$ cat src/rtl/mutex_merge_pkg.sv
// Shared types and constants for the clocked N-port mutex merge.
package mutex_merge_pkg;

  typedef enum logic {
    IDLE = 1'b0,
    WAIT = 1'b1
  } state_t;

  localparam int unsigned ARB_FIXED = 0;
  localparam int unsigned ARB_RR    = 1;

  // Ceiling log2, used to size the round-robin pointer and port index.
  function automatic int unsigned clog2(input int unsigned v);
    int unsigned r;
    int unsigned x;
    r = 0;
    x = v - 1;
    while (x > 0) begin
      r++;
      x = x >> 1;
    end
    return r;
  endfunction

endpackage

$ cat src/rtl/mutex_merge_n_sync_arbiter.sv
// merge_arbiter: combinational pick of one pending port.
//   i_pending : request vector (registered upstream)
//   i_ptr     : round-robin start index (ignored in fixed mode)
//   o_gnt_c   : one-hot winner, 0 when nothing pending
//   o_idx_c   : encoded winner index
//   o_valid_c : any request present
module merge_arbiter
  import mutex_merge_pkg::*;
#(
  parameter int unsigned NUM_PORTS = 4,
  parameter int unsigned ARB_MODE  = 0,
  parameter int unsigned PTR_W     = 2
) (
  input  logic [NUM_PORTS-1:0] i_pending,
  input  logic [PTR_W-1:0]     i_ptr,
  output logic [NUM_PORTS-1:0] o_gnt_c,
  output logic [PTR_W-1:0]     o_idx_c,
  output logic                 o_valid_c
);

  // Scan NUM_PORTS candidates starting at 0 (fixed) or i_ptr (rr), first hit wins.
  always_comb begin
    logic [PTR_W:0]   w_sum;
    logic [PTR_W-1:0] w_cand;
    logic             w_found;
    o_gnt_c   = '0;
    o_idx_c   = '0;
    o_valid_c = 1'b0;
    w_found   = 1'b0;
    w_sum     = '0;
    w_cand    = '0;
    for (int k = 0; k < NUM_PORTS; k++) begin
      if (ARB_MODE == ARB_RR) begin
        // ptr < NUM_PORTS and k < NUM_PORTS, so one subtraction wraps.
        w_sum = {1'b0, i_ptr} + (PTR_W+1)'(k);
        if (w_sum >= (PTR_W+1)'(NUM_PORTS)) begin
          w_sum = w_sum - (PTR_W+1)'(NUM_PORTS);
        end
      end else begin
        w_sum = (PTR_W+1)'(k);
      end
      w_cand = w_sum[PTR_W-1:0];
      if (!w_found && i_pending[w_cand]) begin
        w_found          = 1'b1;
        o_gnt_c[w_cand]  = 1'b1;
        o_idx_c          = w_cand;
      end
    end
    o_valid_c = w_found;
  end

endmodule

$ cat src/rtl/mutex_merge_n_sync.sv
// Clocked N-port drive/free merge with one outstanding downstream transaction.
//   clk, rst     : clock, synchronous active-high reset
//   i_drive      : per-port one-cycle request pulses
//   i_data       : per-port payloads, port p at [p*DATA_WIDTH +: DATA_WIDTH]
//   o_free       : per-port one-cycle completion pulses
//   o_driveNext  : downstream one-cycle request pulse
//   o_data       : downstream payload
//   i_freeNext   : downstream one-cycle completion pulse
//   o_grant      : one-hot owner of outstanding transaction
//   o_pending    : captured-but-not-freed ports
//   o_err        : sticky protocol violation
module mutex_merge_n_sync
  import mutex_merge_pkg::*;
#(
  parameter int unsigned NUM_PORTS  = 4,
  parameter int unsigned DATA_WIDTH = 128,
  parameter int unsigned ARB_MODE   = 0
) (
  input  logic                            clk,
  input  logic                            rst,
  input  logic [NUM_PORTS-1:0]            i_drive,
  input  logic [NUM_PORTS*DATA_WIDTH-1:0] i_data,
  output logic [NUM_PORTS-1:0]            o_free,
  output logic                            o_driveNext,
  output logic [DATA_WIDTH-1:0]           o_data,
  input  logic                            i_freeNext,
  output logic [NUM_PORTS-1:0]            o_grant,
  output logic [NUM_PORTS-1:0]            o_pending,
  output logic                            o_err
);

  localparam int unsigned PTR_W = clog2(NUM_PORTS);

  state_t                  r_state;
  logic [NUM_PORTS-1:0]    r_pending;
  logic [NUM_PORTS-1:0]    r_grant;
  logic [NUM_PORTS-1:0]    r_free;
  logic                    r_drive_next;
  logic [DATA_WIDTH-1:0]   r_data;
  logic                    r_err;
  logic [PTR_W-1:0]        r_ptr;
  logic [PTR_W-1:0]        r_gidx;
  logic [DATA_WIDTH-1:0]   r_hold [NUM_PORTS];

  logic [NUM_PORTS-1:0]    w_gnt;
  logic [PTR_W-1:0]        w_idx;
  logic                    w_valid;
  logic [NUM_PORTS-1:0]    w_set;
  logic [NUM_PORTS-1:0]    w_clr;
  logic                    w_drive_err;
  logic [PTR_W:0]          w_ptr_sum;
  logic [PTR_W-1:0]        w_ptr_inc;

  merge_arbiter #(
    .NUM_PORTS (NUM_PORTS),
    .ARB_MODE  (ARB_MODE),
    .PTR_W     (PTR_W)
  ) u_arb (
    .i_pending (r_pending),
    .i_ptr     (r_ptr),
    .o_gnt_c   (w_gnt),
    .o_idx_c   (w_idx),
    .o_valid_c (w_valid)
  );

  // Capture only into empty slots; a pulse on an occupied slot is a protocol error.
  assign w_set       = i_drive & ~r_pending;
  assign w_drive_err = |(i_drive & r_pending);
  assign w_clr       = ((r_state == WAIT) && i_freeNext) ? r_grant : '0;

  // Pointer moves to the port after the one just completed, wrapping.
  assign w_ptr_sum = {1'b0, r_gidx} + (PTR_W+1)'(1);
  assign w_ptr_inc = (w_ptr_sum == (PTR_W+1)'(NUM_PORTS)) ? '0 : w_ptr_sum[PTR_W-1:0];

  // Payload holding registers; contents are don't-care until pending is set.
  always_ff @(posedge clk) begin
    for (int p = 0; p < NUM_PORTS; p++) begin
      if (!rst && w_set[p]) begin
        r_hold[p] <= i_data[p*DATA_WIDTH +: DATA_WIDTH];
      end
    end
  end

  // Pending, FSM, pointer and error flag.
  always_ff @(posedge clk) begin
    if (rst) begin
      r_state      <= IDLE;
      r_pending    <= '0;
      r_grant      <= '0;
      r_free       <= '0;
      r_drive_next <= 1'b0;
      r_data       <= '0;
      r_err        <= 1'b0;
      r_ptr        <= '0;
      r_gidx       <= '0;
    end else begin
      r_free       <= '0;
      r_drive_next <= 1'b0;
      r_pending    <= (r_pending & ~w_clr) | w_set;
      if (w_drive_err) begin
        r_err <= 1'b1;
      end
      case (r_state)
        IDLE: begin
          if (i_freeNext) begin
            r_err <= 1'b1;
          end
          if (w_valid) begin
            r_grant      <= w_gnt;
            r_gidx       <= w_idx;
            r_data       <= r_hold[w_idx];
            r_drive_next <= 1'b1;
            r_state      <= WAIT;
          end
        end
        WAIT: begin
          if (i_freeNext) begin
            r_free  <= r_grant;
            r_grant <= '0;
            r_state <= IDLE;
            if (ARB_MODE == ARB_RR) begin
              r_ptr <= w_ptr_inc;
            end
          end
        end
        default: r_state <= IDLE;
      endcase
    end
  end

  assign o_free      = r_free;
  assign o_driveNext = r_drive_next;
  assign o_data      = r_data;
  assign o_grant     = r_grant;
  assign o_pending   = r_pending;
  assign o_err       = r_err;

endmodule

$ cat config.mk
export PLATFORM = sky130hd
export DESIGN_NAME = mutex_merge_n_sync
export DESIGN_NICKNAME = d
export VERILOG_FILES = /design/src/rtl/mutex_merge_pkg.sv /design/src/rtl/mutex_merge_n_sync_arbiter.sv /design/src/rtl/mutex_merge_n_sync.sv
export SDC_FILE = /design/constraint.sdc
export NUM_CORES = 1
export LEC_CHECK = 0
export CAP_MARGIN = 20
export CORE_UTILIZATION = 40
export CTS_CLUSTER_SIZE = 12
export DETAILED_ROUTE_END_ITERATION = 6
export PLACE_DENSITY = 0.7
export SYNTH_ARGS = -nofsm -noshare
export SYNTH_HDL_FRONTEND = slang
export SYNTH_SLANG_ARGS = --single-unit
$ cat constraint.sdc
create_clock -name clk -period 11.9 [get_ports clk]
set_input_delay 2.38 -clock clk [delete_from_list [all_inputs] [get_ports clk]]
set_output_delay 2.38 -clock clk [all_outputs]
set_load 0.05 [all_outputs]
==> metrics.txt <==
vias after detailed routing=18828; worst path required time=9520 ps; Slowest cell on crit path=clkdlybuf4s50_1; RSZ-0062 raised after global routing=no; Syn Area/Cell=around 14 um2; max_slew headroom=20.60%; First DRT Iteration DRCs=2063; sw frac=28.11%; die width=256.5 um; Nets=3002; Detailed Routing Iterations Pass 1=6; Int Power=4.303 mW; post-CTS sizing=0; CP startpoint=o_pending[1]$_SDFF_PP0_; Initial Util=between 40% and 50%; commonest non-fill, non-tap cells in the layout=clkdlybuf4s50_1 (660), edfxtp_1 (512), nor3b_1 (256); sequential area share after synthesis=70.40%; Unique masters post-synth=34; routed vias/inst=between 5 and 6; Yosys Warn Count=0; hold_buf cts=0; antenna violations before repair=27; max cap viols=0; min cycle time layout=4875 ps; Setup WS pre-CTS=between 6000 and 7000 ps; Max clock buf depth=3; synth-to-layout area growth=36.24%; mux contribution to synthesized area=0%; die area=65780 um2; worst hold path type=reg2reg; Sw Pwr=between 1.5 and 2 mW; Final Routed Wirelength=about 82000 um; pin slew with the least headroom to its limit=1191 ps; flop-to-flop setup slack=8440 ps; first-pass GRT wire length=119500 um; post-DP HPWL=52870 um; Syn Nets=2404; Min-Delay Path Depth=1; count of input and output buffers=660; Final Cycle Share=40.96%; share of post-route cells with drive strength above 1=5.354%; post-synthesis adder-cell area fraction=0%; GP Congestion=0.9301; clk sinks=655; CP Data Arrival Time=2490 ps; Layout Skew=around 33 ps; IO Count=661; drt drc=0; root buffer cell=clkbuf_16; worst vdd ir=between 90 and 100 uV; CP Buf/Inv Count=1; row cnt=92; Post-CTS Setup Inserts=0; delay-heaviest family, CP=buffers and inverters; Num CTS Buffers=between 70 and 80; simple-gate portion of the synthesized area=about 15%; max-slew violations=0; most common cell after layout, fill and taps aside=clkdlybuf4s50_1; fmax=~200 MHz; power share of the sequential group=46.2%; reg2reg end=o_data[52]$_SDFFE_PP0P_; worst-case reg-to-reg path depth=6; critical path fanouts, max=80; largest net degree at the start of global routing=130; r2r startpoint=o_pending[1]$_SDFF_PP0_; critical path class=reg2out; Post-Syn Area=25900 um2; GRT Overall Usage=24.16%; vias in the first global route=about 19000; status=completed; Logic pwr share=19.1%; final hold vios=0; Layout fillers=about 5100; worst hold start=o_data[44]$_SDFFE_PP0P_; largest family of logic cells by synthesized area=simple AND/OR/NAND/NOR gates; H-Tree Depth=3; cells along the critical path=clkdlybuf4s50_1; xor and xnor area share after synthesis=0%; startpoint types=flip-flop; Multi-input gate area=just under 7000 um2; CP Capture Type=output port; Synth Area in Compound Gates=between 10% and 20%; slowest stage delay, CP=1040 ps; total power divided by cell area=169.6 nW/um2; cell leakage power=11.44 nW; Reg area=around 18000 um2; endpoints failing setup=0; Core Region=63540 um2; CTS tree=yes; Die Height=between 200 and 300 um; clock latency at the later pin of the worst-skew pair=600 ps; post-route ant nets=0; number of synthesized register bits=around 660; Post-Syn Instances=between 1500 and 2000; Hold Path Sink=o_data[44]$_SDFFE_PP0P_; routed len/inst=24.03 um; Stages on worst setup path=1; clock slew at reported path FFs=60 ps; total grt overflow=0; Worst Setup Slack, final=between 7000 and 8000 ps; Sum Neg Setup Slack=0 ps; part of the power in the clock network=34.7%
synthesized netlist by cell type, drive strengths merged:
master    n  area share, %
edfxtp  512             59
and3      5           0.12
clkinv    1          0.014
o21a      1          0.029
nor3      2          0.058
nor2b   131            3.2
a22oi     2          0.058
a32o    128            4.9
nand3b    1          0.029
a211oi    1          0.029
dfxtp   143             11
a21oi     5          0.097
nand2   135            2.0
o31ai   127            3.7
o211ai    3          0.087
nor3b   259            7.5
and2      1          0.024
nor2    129            1.9
inv       2          0.029
clkbuf   64           0.93
nor4      3           0.15
a31o      4           0.14
a31oi     1          0.024
buf      96            2.1
o21ai   129            2.5
worst max path at each step:
| stage | end | slack [ps] |
|---|---|---|
| after detailed placement | r_hold[3][111]$_DFFE_PP_ | 6100 |
| after CTS | r_hold[3][88]$_DFFE_PP_ | 6760 |
| final | o_pending[1] | 7030 |
| after global routing | o_pending[1] | 6870 |
| after global placement | r_hold[3][112]$_DFFE_PP_ | 6180 |
| after floorplan | r_hold[0][0]$_DFFE_PP_ | -850 |
kinds of logic (layout without fill, tap and decap cells):
| kind of cell | after synthesis | count (layout) |
|---|---|---|
| other | 0 | 16 |
| AO/OA/AOI/OAI | 401 | 401 |
| buffers and inverters | 163 | 818 |
| AND/OR/NAND/NOR | 666 | 666 |
| flip-flops | 655 | 655 |
power by group through the flow:
stage	Combinational [mW]	Sequential (mW)	Clock, mW
floorplan	0.431	3.04	0
global placement	1.12	2.80	0
detailed placement	1.14	2.81	0
CTS	1.15	2.76	2.11
global route	1.20	2.78	2.20
finish	1.15	2.76	2.08
metal layers:
metal  vias to the layer above  routed length (um)  global-route usage [%]
met1                      9210               30210                   28.95
met4                        26                2795                   9.358
met2                      1027               40980                   41.40
li1                       8391                   -                       -
met5                         -                 180                       0
met3                       174                7595                   6.406
cell type report:
type	instances	area share (%)
well taps	846	2.999
clock buffers	105	5.655
inverters	3	0.03191
repair buffers	684	19.43
flip-flops and latches	655	51.72
clock inverters	26	0.4857
diodes	16	0.1134
multi-input cells	1067	19.56
state kept, by name, summed over array words and instances, names as in the netlist:
| signal | flops |
|---|---|
| r_hold | 512 |
| o_data | 128 |
| o_free | 4 |
| o_grant | 4 |
| o_pending | 4 |
| o_driveNext | 1 |
| o_err | 1 |
| r_state | 1 |
through the flow:
stage	util (%)	instances	hold slack, ps	cell area (um2)	total power [mW]
final	55.54	3402	467.6	35290	5.985
after global routing	55.53	3398	488.8	35280	6.180
after CTS	55.35	3383	471.5	35170	6.018
after detailed placement	51.94	3252	458.4	33000	3.952
after global placement	51.94	3252	450.1	33000	3.929
after floorplan	-	1885	598.5	25900	3.469
(Power assumes the default switching activity.)
